<file path="src/rtl/sprite_slot_loader.sv">
// Slot-bus initiator for one sprite core: streams a bitmap from a synchronous ROM
// into sprite RAM and commits shadowed position/control updates at frame boundaries.
//
// state    | meaning
// IDLE     | no slot traffic; waits for start or frame_start with an update pending
// LOAD     | src_addr = idx; the RAM write for idx-1 is on the bus
// REG_BYP  | 0x2000 <- bypass on the bus
// REG_X    | 0x2001 <- x on the bus
// REG_Y    | 0x2002 <- y on the bus
// REG_CTRL | 0x2003 <- ctrl on the bus; shadow released, chained load may start
module sprite_slot_loader #(
  parameter int ADDR_WIDTH = 13,
  parameter int NPIX       = 4096
) (
  input  logic                  clk,
  input  logic                  reset,
  input  logic                  start,
  output logic                  busy,
  output logic                  done,
  output logic [ADDR_WIDTH-1:0] src_addr,
  input  logic [1:0]            src_data,
  input  logic                  frame_start,
  input  logic                  pos_valid,
  output logic                  pos_ready,
  input  logic                  pos_bypass,
  input  logic [10:0]           pos_x,
  input  logic [10:0]           pos_y,
  input  logic [4:0]            pos_ctrl,
  output logic                  cs,
  output logic                  write,
  output logic [13:0]           addr,
  output logic [31:0]           wr_data
);

  localparam logic [2:0] IDLE     = 3'd0;
  localparam logic [2:0] LOAD     = 3'd1;
  localparam logic [2:0] REG_BYP  = 3'd2;
  localparam logic [2:0] REG_X    = 3'd3;
  localparam logic [2:0] REG_Y    = 3'd4;
  localparam logic [2:0] REG_CTRL = 3'd5;

  localparam logic [ADDR_WIDTH:0] LAST_IDX = (ADDR_WIDTH+1)'(NPIX - 1);

  logic [2:0]            state;
  logic [ADDR_WIDTH:0]   idx;
  logic                  upd_pending;
  logic                  start_pending;
  logic                  wr_q;
  logic                  ram_wr_q;
  logic                  ram_last_q;
  logic                  done_q;
  logic [13:0]           addr_q;
  logic [31:0]           reg_data_q;
  logic                  sh_bypass;
  logic [10:0]           sh_x;
  logic [10:0]           sh_y;
  logic [4:0]            sh_ctrl;

  assign pos_ready = ~upd_pending;
  assign src_addr  = idx[ADDR_WIDTH-1:0];
  assign busy      = (state == LOAD) | ram_wr_q;
  assign done      = done_q;
  assign cs        = wr_q;
  assign write     = wr_q;
  assign addr      = addr_q;
  // ROM data lands in the same cycle as its registered RAM write strobe, so it is
  // steered straight onto the bus; registering it would cost a bubble per word.
  assign wr_data   = ram_wr_q ? {30'b0, src_data} : reg_data_q;

  always_ff @(posedge clk) begin
    if (!reset) begin
      state         <= IDLE;
      idx           <= '0;
      upd_pending   <= 1'b0;
      start_pending <= 1'b0;
      wr_q          <= 1'b0;
      ram_wr_q      <= 1'b0;
      ram_last_q    <= 1'b0;
      done_q        <= 1'b0;
      addr_q        <= '0;
      reg_data_q    <= '0;
      sh_bypass     <= 1'b0;
      sh_x          <= '0;
      sh_y          <= '0;
      sh_ctrl       <= '0;
    end else begin
      wr_q       <= 1'b0;
      ram_wr_q   <= 1'b0;
      ram_last_q <= 1'b0;
      addr_q     <= '0;
      reg_data_q <= '0;
      done_q     <= ram_last_q;

      if (pos_valid && !upd_pending) begin
        sh_bypass   <= pos_bypass;
        sh_x        <= pos_x;
        sh_y        <= pos_y;
        sh_ctrl     <= pos_ctrl;
        upd_pending <= 1'b1;
      end

      case (state)
        IDLE: begin
          if (frame_start && upd_pending) begin
            state         <= REG_BYP;
            wr_q          <= 1'b1;
            addr_q        <= 14'h2000;
            reg_data_q    <= {31'b0, sh_bypass};
            start_pending <= start;
          end else if (start) begin
            state <= LOAD;
            idx   <= '0;
          end
        end
        LOAD: begin
          wr_q     <= 1'b1;
          ram_wr_q <= 1'b1;
          addr_q   <= 14'(idx[ADDR_WIDTH-1:0]);
          if (idx == LAST_IDX) begin
            ram_last_q <= 1'b1;
            state      <= IDLE;
          end else begin
            idx <= idx + 1'b1;
          end
        end
        REG_BYP: begin
          state      <= REG_X;
          wr_q       <= 1'b1;
          addr_q     <= 14'h2001;
          reg_data_q <= {21'b0, sh_x};
          if (start) start_pending <= 1'b1;
        end
        REG_X: begin
          state      <= REG_Y;
          wr_q       <= 1'b1;
          addr_q     <= 14'h2002;
          reg_data_q <= {21'b0, sh_y};
          if (start) start_pending <= 1'b1;
        end
        REG_Y: begin
          state      <= REG_CTRL;
          wr_q       <= 1'b1;
          addr_q     <= 14'h2003;
          reg_data_q <= {27'b0, sh_ctrl};
          if (start) start_pending <= 1'b1;
        end
        REG_CTRL: begin
          upd_pending <= 1'b0;
          if (start_pending || start) begin
            state         <= LOAD;
            idx           <= '0;
            start_pending <= 1'b0;
          end else begin
            state <= IDLE;
          end
        end
        default: state <= IDLE;
      endcase
    end
  end

endmodule
</file>
<file path="config.mk">
export PLATFORM = sky130hd
export DESIGN_NAME = sprite_slot_loader
export DESIGN_NICKNAME = d
export VERILOG_FILES = /design/src/rtl/sprite_slot_loader.sv
export SDC_FILE = /design/constraint.sdc
export NUM_CORES = 1
export LEC_CHECK = 0
export BUFFER_PORTS_ARGS = -buffer_cell sky130_fd_sc_hd__buf_2
export CORE_MARGIN = 8
export CORE_UTILIZATION = 51
export CTS_CLUSTER_DIAMETER = 50
export CTS_CLUSTER_SIZE = 25
export DETAILED_ROUTE_END_ITERATION = 10
export PLACE_DENSITY = 0.79
export SYNTH_ARGS = -nofsm -noshare
export SYNTH_HDL_FRONTEND = slang
export SYNTH_SLANG_ARGS = --single-unit
export TNS_END_PERCENT = 30
</file>
<file path="constraint.sdc">
create_clock -name clk -period 2.21 [get_ports clk]
set_clock_uncertainty 0.05 [all_clocks]
set_input_delay 0.3315 -clock clk [delete_from_list [all_inputs] [get_ports clk]]
set_output_delay 0.3315 -clock clk [all_outputs]
set_load 0.1 [all_outputs]
</file>
==> reports/metrics.yaml, run 1 <==
status:
  status: "finished, final reports clean"
place:
  place.gp.congestion: 0.904
  dp_hpwl_um: 5750
  io_buffers: 77
  pre_cts_slack_ns: 0.247
  placed_area_mm2: 0.00380
power:
  power.total_uw: 3100
  ir_drop_v: 0.000455
  power_leakage_uw: 0.00175
  power_density_mw_per_mm2: 775
sta:
  setup_tns_ns: 0
  finalCritPeriodShare: 0.932
  timing.final.ws_setup_ns: 0.150
  hold_viol_final: 0
  slew_headroom: 0.633
  setup_violations: 0
  timing.final.crit_period_ns: 2.06
  fmax_mhz: 485
  rsz0062_at_grt: "no"
  slew_violations: 0
  worst_pin_slew_ns: 0.543
global_route:
  antenna_found_initial: 0
  grt_pass1_wl_um: 13100
  grt-ovfl-total: 0
  grt_max_degree: 50
  grt_pass1_vias: 2885
  grt_usage: 0.164
routing:
  wl_per_cell_um: 14.1
  num_vias: 2855
  antenna_left: 0
  avgViaCountPerCell: 5.17
  drc: 0
  wl_um: 7780
  drt_pass1_iterations: 4
  dr.first_iter.drc_count: 148
yosys:
  ys_types: 54
  synth_flop_cell: "dfxtp_1"
  async_flop_share: 0
  netlist_area_mm2: 0.00350
  yosys_warnings: 0
  avgSynthCellArea_um2: 8.63
  syn_inst: 406
  synth_seq_cells: 76
  ys_seq_area_frac: 0.434
  synth-edff-count: 0
cts:
  h-tree-depth: 3
  worstSkewPairLatency_ns: 0.35
  clkSlewWorstSetupHoldPaths_ns: 0.09
  cts_setup_buffers: 0
  clockRootBuffer: "clkbuf_8"
  clock_sinks: 76
  tritoncts: "built"
  ctsResizeCount: 0
  holdBufCountCts: 0
  cts_buffer_depth: 2
  cts_made_buffers: 9
floorplanning:
  ioPinCount: 99
  fp.dieW_um: 98.9
  std_cell_rows: 30
  core-area_mm2: 0.00672
  start_util: 0.521
  die_h_um: 98.9
  dieArea_mm2: 0.00977
final_layout:
  final_cell_mix: "77 x nand2_1, 76 x dfxtp_1, 76 x buf_2"
  area_growth_pct: 14.3
  fin_nets: 503
  fillers: 630
  fin_area_mm2: 0.00400
  fin_util: 0.596
  layout_commonest_cell: "nand2_1"
  drive_above_1_share: 0.246
  antenna_cells: 0
hold_path:
  worstHoldPathType: "input pin to register"
setup_path:
  start_kind: "register"
  required_ns: 1.83
  path_class: "register to output pin"
  worst_path_max_delay_cell: "dfxtp_1"
  path_cells: "buf_4 > nor3_2 > or2_2 > buf_12"
  path_max_fanout: 13
  slowest_delay_ns: 0.55
  critPathArrivalTime_ns: 1.68
  endpoint_kind: "output pin"
job:
  maxCapViolCount: 0
[power breakdown]
part / leakage, µW / switching (µW) / internal, µW
clock: 0.000100 / 528 / 527
combinational: 0.00103 / 455 / 138
sequential: 0.000618 / 35.4 / 1420
[layout make-up]
cell class / count / area [µm²] / area share
multi-input combinational: 277 / 1640 / 0.409
sequential: 76 / 1520 / 0.380
inverter: 13 / 48.8 / 0.0122
tap: 80 / 100 / 0.0250
clock inverter: 7 / 73.8 / 0.0184
timing repair buffer: 90 / 498 / 0.124
clock buffer: 9 / 124 / 0.0309
[stage by stage]
stage | hold slack (ns) | cells
2_1_floorplan | 0.362 | 426
3_3_place_gp | 0.370 | 536
3_5_place_dp | 0.391 | 536
4_1_cts | 0.158 | 552
5_1_grt | 0.151 | 552
6_report | 0.163 | 552
[critical path: cells and delay by family, from the launching register on]
family	cells	cell delay, ns
flops	1	0.55
buf+inv	2	0.41
simple gates	2	0.37
[logic make-up after synthesis]
kind of cell | share of synthesized area
simple gates | 0.209
compound gates | 0.197
flops | 0.434
buf+inv | 0.120
mux | 0.0350
fa+ha+maj | 0.00357
other cells | 0.00107
[final timing paths]
check	startpoint	end	slack (ns)	depth (start not counted)
max	state[2]$_SDFFE_PN0P_	busy	0.15	4
min	pos_x[7]	sh_x[7]$_SDFFE_PN0P_	0.16	3
max reg2reg	idx[0]$_SDFFE_PN0P_	state[0]$_SDFFE_PN0P_	0.27	5
min reg2reg	ram_last_q$_SDFF_PN0_	done$_SDFF_PN0_	0.39	1
[sequential cells by signal, indices dropped and copies added (netlist names), 3 cells and up]
register and flops:
reg_data_q 11, sh_y 11, addr 14, idx 14
sh_ctrl 5, state 3, sh_x 11
[layer usage]
metal  track usage  part of all wire  vias up
met5             0                 0        -
met4        0.0555             0.012        0
met1         0.192              0.44     1321
met3        0.0571             0.074       12
li1              -                 -     1433
met2         0.272              0.47       89
[synthesized netlist by cell type (all sizes together) (4+ instances only)]
cell | count | area share
and2 | 8 | 0.014
dfxtp | 76 | 0.43
a21boi | 32 | 0.069
clkbuf | 17 | 0.018
buf | 43 | 0.088
nor2b | 18 | 0.032
inv | 12 | 0.013
nand3 | 8 | 0.011
mux2i | 10 | 0.029
a21oi | 10 | 0.014
nor2 | 25 | 0.027
o21ai | 14 | 0.020
nand2 | 77 | 0.083
a31oi | 4 | 0.0071
and4 | 4 | 0.010
No activity file was read; power rests on OpenSTA's default activity.
==> run 2, diff against run 1 <==
Settings changed: CORE_UTILIZATION 51 to 47, PLACE_DENSITY 0.79 to 0.77.
Clock period 2.21 ns to 1.7 ns, I/O delays scaled along.
==> run 2 against run 1 <==
Utilization grew 0.44 points. Global-route usage decreased by 0.14 points. Critical path depth rose by 1. Sequential power is 30% higher. Wire length rose by 7.2%. First-iteration DRC count decreased by 11%. Die area grew 7.1%. Sequential share of layout area is 2.9 points lower. Combinational power is 44% higher. Non-clock buffer count is 26 higher. Critical path type unchanged. Power is 34% higher.
==> reports/metrics.yaml, run 2 (synthesis gave the netlist of run 1 again) <==
status:
  status: "finished, final reports clean"
global_route:
  grt_pass1_vias: 2912
  grt_pass1_wl_um: 13500
  antenna_found_initial: 0
  grt-ovfl-total: 0
  grt_usage: 0.163
  grt_max_degree: 31
final_layout:
  area_growth_pct: 24.3
  fin_util: 0.600
  fillers: 642
  final_cell_mix: "76 x nand2_1, 71 x dfxtp_1, 66 x buf_2"
  drive_above_1_share: 0.305
  fin_nets: 529
  layout_commonest_cell: "nand2_1"
  antenna_cells: 0
sta:
  fmax_mhz: 591
  finalCritPeriodShare: 0.996
  timing.final.crit_period_ns: 1.69
  setup_violations: 0
  rsz0062_at_grt: "yes"
  hold_slack_ns: 0.102
  slew_violations: 0
  hold_viol_final: 0
floorplanning:
  ioPinCount: 99
  fp.dieW_um: 102
  core-area_mm2: 0.00725
  dieArea_mm2: 0.0105
  die_h_um: 102
  std_cell_rows: 31
  start_util: 0.483
routing:
  wl_um: 8340
  antenna_left: 0
  drc: 0
  num_vias: 3000
  dr.first_iter.drc_count: 132
  avgViaCountPerCell: 5.03
  wl_per_cell_um: 14.0
  drt_pass1_iterations: 4
setup_path:
  endpoint_kind: "output pin"
  path_max_fanout: 4
  start_kind: "register"
  critPathArrivalTime_ns: 1.39
  required_ns: 1.39
  path_class: "register to output pin"
cts:
  cts_made_buffers: 9
  worstSkewPairLatency_ns: 0.34
  h-tree-depth: 3
  cts_buffer_depth: 2
  clockRootBuffer: "clkbuf_8"
  clock_sinks: 76
  clkSlewWorstSetupHoldPaths_ns: 0.08
  holdBufCountCts: 0
  tritoncts: "built"
place:
  place.gp.congestion: 0.883
  io_buffers: 77
  dp_hpwl_um: 6180
hold_path:
  worstHoldPathType: "input pin to register"
power:
  power_leakage_uw: 0.00189
  power_density_mw_per_mm2: 954
  ir_drop_v: 0.000598
job:
  maxCapViolCount: 0
==> run 2: per-layer routing <==
metal	part of all wire	global-route usage	vias to the layer above	wire length [µm]
met2	0.49	0.277	113	4050
met5	0	0	-	0
li1	-	-	1487	-
met1	0.43	0.189	1390	3550
met4	0.014	0.0587	0	117
met3	0.074	0.0456	10	618
==> run 2: repair_timing <==
| action | in CTS | in global routing |
|---|---|---|
| endpoints found under the setup margin | 11 | 12 |
| pin swaps | 1 | 6 |
| gates cloned | 0 | 1 |
| buffers inserted | 0 | 4 |
| hold endpoints to repair | 0 | 0 |
| gates resized for setup | 13 | 9 |
==> run 2: layout make-up <==
type | count | area [µm²] | share of cell area
clock inverters | 7 | 83.8 | 0.0193
multi-input cells | 277 | 1660 | 0.381
well taps | 99 | 124 | 0.0285
inverters | 13 | 52.6 | 0.0121
clock buffers | 9 | 124 | 0.0285
flip-flops and latches | 76 | 1530 | 0.351
repair buffers | 116 | 783 | 0.180
==> run 2: worst max-delay path, cell delays in order (launching register included) <==
cell,delay [ns]
dfxtp_2,0.37
inv_2,0.05
buf_6,0.12
nor3_4,0.19
or2_4,0.16
buf_12,0.16
==> run 2: worst paths after layout <==
| kind | start | end | slack (ns) | depth (start not counted) |
|---|---|---|---|---|
| worst max-delay path | state[0]$_SDFFE_PN0P_ | busy | 0.007 | 5 |
| worst min-delay path | pos_x[9] | sh_x[9]$_SDFFE_PN0P_ | 0.10 | 3 |
| worst max register to register | idx[0]$_SDFFE_PN0P_ | idx[9]$_SDFFE_PN0P_ | 0.04 | 6 |
| worst min register to register | ram_last_q$_SDFF_PN0_ | done$_SDFF_PN0_ | 0.39 | 1 |
==> run 2: report_power, final <==
part,switching [µW],internal [µW]
Sequential,36.7,1840
Clock,716,703
Combinational,621,230
Total,1370,2780
==> run 2: per-stage QoR <==
step | total power, µW | cells | setup WS, ns | TNS [ns] | area, µm²
floorplan | 2590 | 426 | -0.451 | -5.35 | 3590
global placement | 2720 | 576 | -0.0578 | -0.250 | 4060
detailed placement | 2730 | 576 | -0.107 | -0.498 | 4060
CTS | 4150 | 592 | -0.0704 | -0.0721 | 4300
global route | 4320 | 597 | -0.0862 | -0.0862 | 4350
finish | 4150 | 597 | 0.00723 | 0 | 4350
==> run 3, diff against run 2 <==
Settings changed: PLACE_DENSITY 0.77 to 0.76.
==> run 3 against run 2 <==
The flow now finishes with violations (setup timing). Worst setup slack worse by 0.026 ns. Utilization up 0.60 points. Sequential cell count unchanged. Cell area up 1.0%. Clock-buffer cell count unchanged. Power down 2.3%. Non-clock buffer count up 6. Critical path depth unchanged. Sequential power about the same. Global-route usage up 0.37 points. Die area unchanged. Maximum frequency down 1.5%. Critical path type is now register to register. Largest power group unchanged.
==> reports/metrics.yaml, run 3 (synthesis gave the netlist of run 1 again) <==
final_layout:
  fin_nets: 535
  layout_commonest_cell: "nand2_1"
  fin_util: 0.606
  area_growth_pct: 25.5
  drive_above_1_share: 0.321
  antenna_cells: 0
  final_cell_mix: "75 x nand2_1, 72 x dfxtp_1, 64 x buf_2"
setup_path:
  path_delay_family: "compound AO/OA/AOI/OAI gates"
  path_cells: "a21bo_1 > a2111o_1 > buf_6 > a211oi_2 > o221a_1"
  worst_path_max_delay_cell: "a2111o_1"
  slowest_delay_ns: 0.39
  required_ns: 1.94
  start_kind: "register"
  path_class: "register to register"
  path_max_fanout: 6
  critPathArrivalTime_ns: 1.96
  cp_num_buf_inv: 1
  rrSetupSlack_ns: -0.02
  endpoint_kind: "register"
place:
  place.gp.congestion: 0.842
  pre_cts_slack_ns: -0.0880
  io_buffers: 77
  dp_hpwl_um: 6210
global_route:
  grt-ovfl-total: 0
  grt_max_degree: 50
  grt_pass1_vias: 3025
  antenna_found_initial: 0
  grt_pass1_wl_um: 13700
  grt_usage: 0.166
cts:
  cts_made_buffers: 9
  worstSkewPairLatency_ns: 0.36
  clkSlewWorstSetupHoldPaths_ns: 0.09
  h-tree-depth: 3
  clock_sinks: 76
  clockRootBuffer: "clkbuf_8"
  tritoncts: "built"
  cts_buffer_depth: 2
power:
  power_leakage_uw: 0.00193
  power.total_uw: 4050
  ir_drop_v: 0.000472
  power_density_mw_per_mm2: 922
status:
  status: "complete, but fails checks"
  violations: "setup timing"
floorplanning:
  ioPinCount: 99
  dieArea_mm2: 0.0105
  fp.dieW_um: 102
  die_h_um: 102
  core-area_mm2: 0.00725
  start_util: 0.483
  std_cell_rows: 31
sta:
  slew_violations: 0
  setup_violations: 1
  hold_viol_final: 0
  fmax_mhz: 582
  timing.final.crit_period_ns: 1.72
  finalCritPeriodShare: 1.01
  rsz0062_at_grt: "yes"
  timing.final.ws_setup_ns: -0.0189
routing:
  drc: 0
  num_vias: 3055
  avgViaCountPerCell: 5.07
  dr.first_iter.drc_count: 167
  wl_per_cell_um: 14.7
  antenna_left: 0
  drt_pass1_iterations: 4
  wl_um: 8890
hold_path:
  worstHoldPathType: "input pin to register"
job:
  maxCapViolCount: 0
-- run 3: cell types whose count changed in the layout (fill, tap and decap cells not counted), moves of 2 or more --
cell / change
buf_4: +5
buf_6: +3
buf_2: -2
clkinv_4: -2
dfxtp_2: -2
-- run 3: area by class of cell --
class                   instances  area (µm²)
clock inverters                 7        57.6
multi-input cells             277        1680
inverters                      13        52.6
well taps                      99         124
repair buffers                122         832
fillers                       673        2860
flip-flops and latches         76        1530
clock buffers                   9         124
-- run 3: report_power, final --
| part | switching (µW) | leakage [µW] | internal, µW |
|---|---|---|---|
| registers | 36.6 | 0.000620 | 1840 |
| logic | 636 | 0.00122 | 241 |
| clock network | 746 | 0.0000886 | 552 |
-- run 3: per-layer routing --
layer	wire length [µm]	part of all wire	global-route usage
met5	0	0	0
met2	4370	0.49	0.275
met4	157	0.018	0.0756
met1	3630	0.41	0.190
met3	728	0.082	0.0559
-- run 3: per-stage QoR --
step                      instance area [µm²]  TNS, ns  hold WS (ns)  cells
after floorplan                          3590    -5.35         0.334    426
after global placement                   4030   -0.221         0.373    574
after detailed placement                 4030   -0.562         0.389    574
after CTS                                4250  -0.0614        0.0787    590
after global routing                     4400  -0.0872        0.0852    603
final                                    4400  -0.0189        0.0839    603
-- run 3: repair_timing --
action                                  CTS  global route
buffers inserted                          0            13
endpoints found under the setup margin   14            27
pin swaps                                 0             7
gates resized for setup                  15            19
hold buffers                              0             0
-- run 3: worst paths after layout --
kind / depth (start not counted) / to / from
max reg2reg: 5 / idx[6]$_SDFFE_PN0P_ / upd_pending$_SDFFE_PP0P_
min reg2reg: 1 / done$_SDFF_PN0_ / ram_last_q$_SDFF_PN0_
min: 3 / sh_x[8]$_SDFFE_PN0P_ / pos_x[8]
max: 5 / idx[6]$_SDFFE_PN0P_ / upd_pending$_SDFFE_PP0P_
-- run 3: worst register-to-register path: cells and delay by family (launching register included) --
kind	cells	cell delay, ns
compound gates	4	1.12
buf+inv	1	0.16
flops	1	0.32
